==> src/rtl/ema_pkg.sv <==
// Shared types and constants for the multi-channel EMA scheduler.
// The filter coefficient is fixed: y = x/4 + 3*y/4.
package ema_pkg;

  typedef enum logic [1:0] {
    ST_IDLE = 2'd0,
    ST_CALC = 2'd1,
    ST_OUT  = 2'd2
  } ema_state_e;

  localparam int ALPHA_SHIFT = 2;
  localparam int NUM_CH_DEF  = 4;
  localparam int DATA_W_DEF  = 8;

endpackage

==> src/rtl/ema_lut_beta.sv <==
// Beta-term table for the EMA filter: data = floor(3*addr/4).
// Purely combinational so the CALC cycle can consume it directly.
module ema_lut_beta (
  input  logic [7:0]  addr,
  output logic [15:0] data
);

  assign data = (16'(addr) * 16'd3) >> 2;

endmodule

==> src/rtl/ema_channel_scheduler.sv <==
// Round-robin scheduler sharing one EMA datapath between NUM_CH channels.
// One sample is in flight at a time; each channel keeps its own filter state.
//
//   state   | meaning
//   --------+-----------------------------------------------------------
//   IDLE    | arbitrating; in_ready one-hot to the granted channel
//   CALC    | computing y_new for the registered sample
//   OUT     | presenting result; held until out_ready
module ema_channel_scheduler
  import ema_pkg::*;
#(
  parameter int NUM_CH = NUM_CH_DEF,
  parameter int DATA_W = DATA_W_DEF,
  localparam int CH_W  = $clog2(NUM_CH)
) (
  input  logic                     clk,
  input  logic                     rst_n,
  input  logic [NUM_CH-1:0]        in_valid,
  input  logic [NUM_CH*DATA_W-1:0] in_data,
  output logic [NUM_CH-1:0]        in_ready,
  input  logic                     flush,
  output logic                     out_valid,
  input  logic                     out_ready,
  output logic [DATA_W-1:0]        out_data,
  output logic [CH_W-1:0]          out_ch,
  output logic                     busy
);

  ema_state_e st_q, st_d;

  logic [CH_W-1:0]   last_grant_q;
  logic [CH_W-1:0]   ch_q;
  logic [CH_W-1:0]   out_ch_q;
  logic [CH_W-1:0]   grant_ch;
  logic              grant_found;
  logic              handshake;
  logic [DATA_W-1:0] x_q;
  logic [DATA_W-1:0] out_data_q;
  logic [DATA_W-1:0] y_prev;
  logic [DATA_W-1:0] y_new;
  logic [DATA_W-1:0] beta;
  logic [DATA_W-1:0] ystate_q [NUM_CH];
  logic [NUM_CH-1:0] primed_q;
  logic [7:0]        lut_addr;
  logic [15:0]       lut_data;

  // Search starts one past the last grant; i == NUM_CH wraps back to it.
  always_comb begin
    logic [CH_W-1:0] idx;
    idx         = '0;
    grant_found = 1'b0;
    grant_ch    = '0;
    for (int i = 1; i <= NUM_CH; i++) begin
      idx = last_grant_q + CH_W'(i);
      if (!grant_found && in_valid[idx]) begin
        grant_found = 1'b1;
        grant_ch    = idx;
      end
    end
  end

  assign handshake = rst_n && !flush && (st_q == ST_IDLE) && grant_found;

  always_comb begin
    in_ready = '0;
    if (handshake) in_ready[grant_ch] = 1'b1;
  end

  always_comb begin
    st_d = st_q;
    case (st_q)
      ST_IDLE: if (handshake) st_d = ST_CALC;
      ST_CALC: st_d = ST_OUT;
      ST_OUT:  if (out_ready) st_d = ST_IDLE;
      default: st_d = ST_IDLE;
    endcase
    if (flush) st_d = ST_IDLE;
  end

  assign y_prev   = ystate_q[ch_q];
  assign lut_addr = 8'(y_prev);

  ema_lut_beta u_lut_beta (
    .addr (lut_addr),
    .data (lut_data)
  );

  assign beta  = lut_data[DATA_W-1:0];
  assign y_new = primed_q[ch_q] ? (x_q >> ALPHA_SHIFT) + beta : x_q;

  generate
    if (DATA_W < 16) begin : g_lut_hi
      logic lut_hi_unused;
      assign lut_hi_unused = ^lut_data[15:DATA_W];
    end
  endgenerate

  always_ff @(posedge clk) begin
    if (!rst_n) begin
      st_q         <= ST_IDLE;
      last_grant_q <= CH_W'(NUM_CH - 1);
      ch_q         <= '0;
      x_q          <= '0;
      out_data_q   <= '0;
      out_ch_q     <= '0;
      primed_q     <= '0;
      for (int c = 0; c < NUM_CH; c++) ystate_q[c] <= '0;
    end else begin
      st_q <= st_d;
      if (flush) begin
        primed_q <= '0;
        for (int c = 0; c < NUM_CH; c++) ystate_q[c] <= '0;
      end else begin
        if (handshake) begin
          x_q          <= in_data[int'(grant_ch)*DATA_W +: DATA_W];
          ch_q         <= grant_ch;
          last_grant_q <= grant_ch;
        end
        if (st_q == ST_CALC) begin
          ystate_q[ch_q] <= y_new;
          primed_q[ch_q] <= 1'b1;
          out_data_q     <= y_new;
          out_ch_q       <= ch_q;
        end
      end
    end
  end

  assign out_valid = (st_q == ST_OUT);
  assign out_data  = out_data_q;
  assign out_ch    = out_ch_q;
  assign busy      = (st_q != ST_IDLE);

endmodule

==> config.mk <==
export PLATFORM = sky130hd
export DESIGN_NAME = ema_channel_scheduler
export DESIGN_NICKNAME = d
export VERILOG_FILES = /design/src/rtl/ema_pkg.sv /design/src/rtl/ema_lut_beta.sv /design/src/rtl/ema_channel_scheduler.sv
export SDC_FILE = /design/constraint.sdc
export NUM_CORES = 1
export LEC_CHECK = 0
export CAP_MARGIN = 20
export CORE_MARGIN = 2
export CORE_UTILIZATION = 38
export DETAILED_ROUTE_END_ITERATION = 6
export MAX_ROUTING_LAYER = met4
export SYNTH_ARGS = -nofsm -noshare
export SYNTH_HDL_FRONTEND = slang
export SYNTH_HIERARCHICAL = 1
export SYNTH_SLANG_ARGS = --single-unit
==> constraint.sdc <==
create_clock -name clk -period 8.5 [get_ports clk]
set_input_delay 0.85 -clock clk [delete_from_list [all_inputs] [get_ports clk]]
set_output_delay 0.85 -clock clk [all_outputs]
set_load 0.1 [all_outputs]
==> results of run 1 <==
worst max-delay path by stage:
stage,slack [ns],start,to,depth (start not counted)
finish,3.66,in_valid[0],in_ready[3],7
global route,3.42,in_valid[0],in_ready[3],7
floorplan,4.59,flop,ystate_q[0][6],12
CTS,3.62,in_valid[0],in_ready[3],7
detailed placement,3.62,in_valid[0],in_ready[3],7
global placement,3.68,in_valid[0],in_ready[3],7
registers in the layout, summed over array words and instances, names as in the netlist, named ones only:
name          count
ch_q              2
last_grant_q      2
out_ch            2
out_data          8
primed_q          4
st_q              2
x_q               8
ystate_q         32
cell type report:
| class | instances | area [um^2] |
|---|---|---|
| fill | 876 | 4740 |
| multi-input combinational | 240 | 1830 |
| sequential | 62 | 1560 |
| timing repair buffer | 57 | 566 |
| clock buffer | 11 | 163 |
| tap | 111 | 139 |
| inverter | 14 | 53.8 |
| clock inverter | 5 | 52.6 |
cell usage in the layout (no fill, tap or decap), types with 9 or more instances in the layout:
master           instances
mux2i_1                 17
mux4_2                   9
nand2_1                 25
edfxtp_1                32
clkbuf_8                10
nand3_1                 10
clkdlybuf4s50_1         55
nand2b_1                10
inv_1                   12
a21oi_1                 21
dfxtp_1                 30
ha_1                    14
nor2_1                  39
per-stage QoR:
stage          instance area, um^2  power [mW]  hold WS (ns)  worst slack, ns
2_1_floorplan                 3530       0.505         0.418             4.59
3_3_place_gp                  4150       0.561         0.427             3.68
3_5_place_dp                  4150       0.562         0.435             3.62
4_1_cts                       4370       0.845         0.446             3.62
5_1_grt                       4370       0.878         0.478             3.42
6_report                      4370       0.837         0.446             3.66
worst min-delay path, cell delays in order, from the launching register on:
cell,delay [ns]
dfxtp_1,0.31
nand2_1,0.05
nand2_1,0.04
power groups by stage:
stage	combinational [mW]	clock, mW	sequential [mW]
after floorplan	0.147	0	0.358
after global placement	0.208	0	0.352
after detailed placement	0.210	0	0.352
after CTS	0.211	0.288	0.346
after global routing	0.230	0.301	0.348
final	0.210	0.281	0.345
layer usage:
metal / up-vias / track usage (%) / wire length, um
met4: 0 / 8.32 / 144
met1: 1288 / 24.5 / 4030
li1: 1333 / - / -
met3: 11 / 2.72 / 232
met5: - / - / 0
met2: 53 / 28.2 / 3940
==> impl_metrics.tcl, run 1 <==
set metrics [dict create \
    grt_antenna_before_repair 0 \
    setup_viol 0 \
    path_max_fanout 18 \
    via_per_inst 5.37 \
    area_growth_pct 23.7 \
    path_cells "clkdlybuf4s50_1 > a21oi_1 > a31oi_1 > a22oi_2 > nand2_1 > nor2_1 > clkdlybuf4s50_1" \
    rrSetupSlack_ns 4.14 \
    hold_depth 2 \
    synth_warnings 6 \
    drt-total-wl_um 8340 \
    ir_drop_mv 0.107 \
    nets 440 \
    p_comb_share_pct 25.1 \
    critical_path_class "in2out" \
    firstDrtPassIters 4 \
    hold_viol_final 0 \
    drive_above_1_share_pct 12.3 \
    path_delay_family "buffers and inverters" \
    die_area_mm2 0.0101 \
    cts_setup_buffers 0 \
    hp-start "primed_q[0]" \
    cts_tree "done" \
    drc 0 \
    crit_slowest_cell "clkdlybuf4s50_1" \
    rows 35 \
    crit_path_frequent_cell "clkdlybuf4s50_1" \
    critPathRequiredTime_ns 7.65 \
    clockPowerShare_pct 33.6 \
    placed_cells 484 \
    critPathLaunchType "input port" \
    numCtsBuffers 9 \
    critical_path_arrival_ns 3.99 \
    grt_setup_unrepaired "false" \
    first_iter_violations 132 \
    htree_levels 3 \
    globalplace.congestion 0.806 \
    wire_per_inst_um 16.7 \
    cts-root-buf "clkbuf_8" \
    cts_resized 0 \
    status "finished, final reports clean" \
    grt_pass1_wl_um 13700 \
    worst_pin_slew_ns 1.13 \
    portBuffers 55 \
    syn_inst 333 \
    grt_max_degree 19 \
    final.setup.tns_ns 0 \
    pin_count 56 \
    fin_skew_ns 0.00813 \
    synth_area_per_cell_um2 10.6 \
    endpoint_kind "primary output" \
    final_util_pct 48.0 \
    slowest_delay_ns 1.14 \
    fin_crit_sh_pct 56.9 \
    num_vias 2685 \
    start_util_pct 38.8 \
    stdcell_count 500 \
    power_density_mw_per_mm2 192 \
    grt_usage_pct 18.5 \
    die_y_um 100 \
    clk_pin_slew_ns 0.07 \
    r2r_cells 11 \
    drv_slew 0 \
    cts_hold_buf 0 \
    r2r-end "ystate_q[0][6]" \
    grt_overflow 0 \
    max_freq_mhz 207 \
    worst-path-buf-inv 2 \
    grt_pass1_vias 2704 \
    synthesis.nets 389 \
    maxCapViolCount 0 \
    coreArea_mm2 0.00911 \
    clock_latency_ns 0.35 \
    p_int_uw 581 \
    min_path_type "reg2reg" \
    cts_sinks 62 \
    hpwlAfterDp_um 5970 \
    swShare_pct 30.6 \
    min_to "primed_q[0]" \
    syn_area_mm2 0.00353 \
    clk_path_buf_depth 2 \
    seqPwrFrac_pct 41.3 \
    period_minus_slack_ns 4.84 \
    ant_nets 0 \
    die_w_um 100 \
    p_leak_nw 1.68 \
    p_switching_uw 256 \
    diodes 0 \
    maxSlewHeadroom_pct 24.4 \
]
(Power assumes the default switching activity.)
==> run 2: changes to the inputs <==
Clock period 8.5 ns to 4.1 ns, I/O delays scaled along.
==> run 2 against run 1 <==
Non-clock buffer count grew 5. Clock power grew 80%. Sequential power grew 110%. Critical endpoint is now ystate_q[2][6]. Largest cell class unchanged. Highest routed layer unchanged.
==> impl_metrics.tcl, run 2 (synthesis results as in run 1) <==
set metrics [dict create \
    status "finished, final reports clean" \
    largest_register "ystate_q" \
    drive_above_1_share_pct 14.5 \
    htree_levels 3 \
    numCtsBuffers 9 \
    grt_overflow 0 \
    start_util_pct 38.8 \
    maxCapViolCount 0 \
    ant_nets 0 \
    clk_pin_slew_ns 0.07 \
    setup_viol 0 \
    hold_viol_final 0 \
    cts_tree "done" \
    cts_setup_buffers 0 \
    largest_reg_flops 32 \
    rows 35 \
    firstDrtPassIters 4 \
    grt_pass1_vias 2694 \
    num_vias 2657 \
    power_mw 1.66 \
    via_per_inst 5.26 \
    p_leak_nw 1.70 \
    globalplace.congestion 0.967 \
    period_minus_slack_ns 3.78 \
    grt_max_degree 19 \
    r2r_cells 12 \
    fillCellCount 850 \
    cts_hold_buf 0 \
    power_density_mw_per_mm2 380 \
    grt_antenna_before_repair 0 \
    drc 0 \
    critPathRequiredTime_ns 4.17 \
    clk_path_buf_depth 2 \
    critPathLaunchType "flop" \
    die_area_mm2 0.0101 \
    final_cell_area_mm2 0.00438 \
    area_growth_pct 23.9 \
    min_path_type "reg2reg" \
    grt_pass1_wl_um 13900 \
    critical_path_arrival_ns 3.85 \
    pin_count 56 \
    hpwlAfterDp_um 6170 \
    final_cell_mix "clkdlybuf4s50_1 (51), nor2_1 (39), edfxtp_1 (32), dfxtp_1 (28), nand2_1 (25)" \
    die_y_um 100 \
    maxSlewHeadroom_pct 33.0 \
    die_w_um 100 \
    grt_usage_pct 18.2 \
    clock_latency_ns 0.34 \
    worst_pin_slew_ns 1.00 \
    cts_sinks 62 \
    ir_drop_mv 0.194 \
    endpoint_kind "flop" \
    path_max_fanout 6 \
    diodes 0 \
    hold_depth 2 \
    fin_crit_sh_pct 92.1 \
    nets 445 \
    portBuffers 55 \
    placed_area_mm2 0.00418 \
    final.setup.tns_ns 0 \
    coreArea_mm2 0.00911 \
    grt_setup_unrepaired "false" \
    final_common_cell "clkdlybuf4s50_1" \
    max_freq_mhz 265 \
    drt-total-wl_um 8220 \
    first_iter_violations 129 \
    critical_path_class "reg2reg" \
    drv_slew 0 \
    wire_per_inst_um 16.3 \
    cts-root-buf "clkbuf_8" \
    fin_skew_ns 0.0119 \
    cts_resized 0 \
    hp-start "primed_q[2]" \
]
## run 2: power breakdown
part	internal [mW]	switching, mW	leakage [nW]	total (mW)
Clock	0.272	0.235	0.0989	0.507
Sequential	0.687	0.0289	0.604	0.715
Combinational	0.189	0.253	0.999	0.442
Total	1.15	0.517	1.70	1.66
## run 2: layout make-up
cell class / instances / area (um^2) / share of cell area, %
multi-input combinational: 240 / 1840 / 42.1
inverter: 14 / 53.8 / 1.23
sequential: 62 / 1560 / 35.7
timing repair buffer: 62 / 593 / 13.6
clock buffer: 13 / 170 / 3.89
clock inverter: 3 / 16.3 / 0.372
tap: 111 / 139 / 3.17
## run 2: final timing paths
kind | end | slack, ns
min | primed_q[2] | 0.44
max | ystate_q[2][6] | 0.32
min reg2reg | primed_q[2] | 0.44
max reg2reg | ystate_q[2][6] | 0.32
## run 2: per-layer routing
metal  global-route usage (%)  vias up  wire [um]
met2                     28.4       44       3920
met4                     2.85        0         64
met1                     25.1     1267       3970
met5                        -        -          0
met3                     3.90        5        259
li1                         -     1341          -
## run 2: metrics by stage
step                hold slack (ns)  setup slack, ns  util [%]  std cells
CTS                           0.447           0.0427      47.9        505
detailed placement            0.438           0.0776      45.8        489
global placement              0.428            0.222      45.8        489
floorplan                     0.418            0.188         -        333
global route                  0.470           0.0988      48.0        505
finish                        0.441            0.323      48.0        505
## run 2: worst max-delay path, stage by stage, from the launching register on
cell	delay, ns
dfxtp_2	0.44
mux4_2	0.60
and2_1	0.20
fa_1	0.40
a21oi_1	0.26
o21bai_1	0.11
xor2_1	0.15
ha_1	0.33
o21a_1	0.19
o31a_1	0.12
o211a_1	0.24
o31ai_4	0.35
a21oi_1	0.12
==> run 3: changes to the inputs <==
Settings changed: CORE_UTILIZATION 38 to 49, PLACE_DENSITY set to 0.77.
==> run 3 against run 2 <==
Sequential power barely moved. Clock skew fell by 0.0031 ns. Die area fell by 22%. Sequential share of layout area barely moved. Non-clock buffer count did not move. Maximum frequency fell by 2.5%. Worst hold slack got worse by 0.00095 ns.
==> impl_metrics.tcl, run 3 (synthesis results as in run 1) <==
set metrics [dict create \
    grt_pass1_vias 2705 \
    die_w_um 88.9 \
    fin_skew_ns 0.00881 \
    path_cells "buf_4 > mux4_2 > ha_1 > a21oi_1 > a21oi_1 > a311o_1 > ha_1 > o21a_1 > o31a_1 > o211a_1 > o31ai_4 > a21oi_1" \
    critPathLaunchType "flop" \
    rows 30 \
    die_y_um 88.9 \
    maxSlewHeadroom_pct 33.0 \
    first_iter_violations 149 \
    place_ws_ns 0.241 \
    final_common_cell "clkdlybuf4s50_1" \
    cts_sinks 62 \
    grt_antenna_before_repair 0 \
    hold_viol_final 0 \
    crit_path_frequent_cell "a21oi_1" \
    largest_reg_flops 32 \
    critical_path_class "reg2reg" \
    start_util_pct 51.4 \
    maxCapViolCount 0 \
    fillCellCount 537 \
    num_vias 2786 \
    min_path_type "reg2reg" \
    cts_hold_buf 0 \
    fin_crit_sh_pct 94.5 \
    seqPwrFrac_pct 41.5 \
    wire_per_inst_um 16.5 \
    ir_drop_mv 0.272 \
    cts_setup_buffers 0 \
    final.setup.tns_ns 0 \
    fin_ws_ns 0.226 \
    coreArea_mm2 0.00687 \
    hpwlAfterDp_um 6050 \
    cts_resized 0 \
    grt_setup_unrepaired "false" \
    diodes 0 \
    via_per_inst 5.69 \
    grt_pass1_wl_um 13100 \
    period_minus_slack_ns 3.87 \
    clockPowerShare_pct 32.1 \
    swShare_pct 30.5 \
    globalplace.congestion 0.905 \
    drv_slew 0 \
    nets 445 \
    path_delay_family "compound AO/OA/AOI/OAI gates" \
    htree_levels 3 \
    portBuffers 55 \
    worst_pin_slew_ns 1.00 \
    area_growth_pct 23.6 \
    largest_register "ystate_q" \
    p_int_mw 1.19 \
    setup_viol 0 \
    pin_count 56 \
    grt_max_degree 19 \
    ant_nets 0 \
    clk_pin_slew_ns 0.07 \
    p_comb_share_pct 26.3 \
    critical_path_arrival_ns 3.94 \
    endpoint_kind "flop" \
    firstDrtPassIters 4 \
    grt_overflow 0 \
    clock_latency_ns 0.34 \
    crit_slowest_cell "mux4_2" \
    grt_usage_pct 22.8 \
    clk_path_buf_depth 2 \
    drc 0 \
    max_freq_mhz 258 \
    drt-total-wl_um 8060 \
    slowest_delay_ns 0.55 \
    cts-root-buf "clkbuf_8" \
    cts_tree "done" \
    p_switching_uw 525 \
    die_area_mm2 0.00790 \
    critPathRequiredTime_ns 4.17 \
    drive_above_1_share_pct 13.7 \
    power_density_mw_per_mm2 394 \
    stdcell_count 490 \
    numCtsBuffers 9 \
    path_max_fanout 5 \
    status "finished, final reports clean" \
    placed_cells 473 \
    worst-path-buf-inv 1 \
    p_leak_nw 1.71 \
    final_cell_mix "clkdlybuf4s50_1 (51), nor2_1 (39), edfxtp_1 (32), dfxtp_1 (30), nand2_1 (25)" \
]
## run 3: cell count changes in the layout (fill, tap and decap cells not counted), sizes merged
cell and delta:
clkinv +1, clkbuf -2, bufinv +1
## run 3: worst paths after layout
check,startpoint,to,slack [ns],cells after the start
worst max-delay path,flop,ystate_q[1][6],0.23,12
worst min-delay path,primed_q[2],primed_q[2],0.44,2
worst max register to register,flop,ystate_q[1][6],0.23,12
worst min register to register,primed_q[2],primed_q[2],0.44,2
## run 3: area by class of cell
type | instances | area [um^2] | share of cell area [%]
well taps | 96 | 120 | 2.75
repair buffers | 62 | 591 | 13.5
flip-flops and latches | 62 | 1560 | 35.8
inverters | 14 | 53.8 | 1.23
clock inverters | 5 | 55.1 | 1.26
multi-input cells | 240 | 1830 | 42.0
clock buffers | 11 | 153 | 3.50
## run 3: worst register-to-register path: cells and delay by family, from the launching register on
kind / cells / cell delay (ns)
multiplexers: 1 / 0.55
buffers and inverters: 1 / 0.16
adder cells (fa/ha/maj): 2 / 0.70
AO/OA/AOI/OAI: 8 / 1.85
flip-flops: 1 / 0.34
## run 3: power by group through the flow
stage	registers, mW	clock network, mW	logic (mW)
floorplan	0.742	0	0.305
global placement	0.726	0	0.435
detailed placement	0.727	0	0.444
CTS	0.713	0.559	0.448
global route	0.717	0.583	0.488
finish	0.713	0.552	0.453
## run 3: layer usage
layer | routed length, um | vias to the layer above | GRT usage [%]
met4 | 161 | 0 | 7.99
met5 | 0 | - | -
met1 | 3690 | 1360 | 29.4
met3 | 355 | 14 | 5.36
li1 | - | 1350 | -
met2 | 3850 | 62 | 35.5
## run 3: metrics by stage
stage	instance area (um^2)	hold WS, ns	power, mW	utilization (%)
CTS	4350	0.443	1.72	63.4
global route	4370	0.469	1.79	63.6
global placement	4140	0.429	1.16	60.3
floorplan	3530	0.418	1.05	-
finish	4370	0.440	1.72	63.6
detailed placement	4140	0.432	1.17	60.3
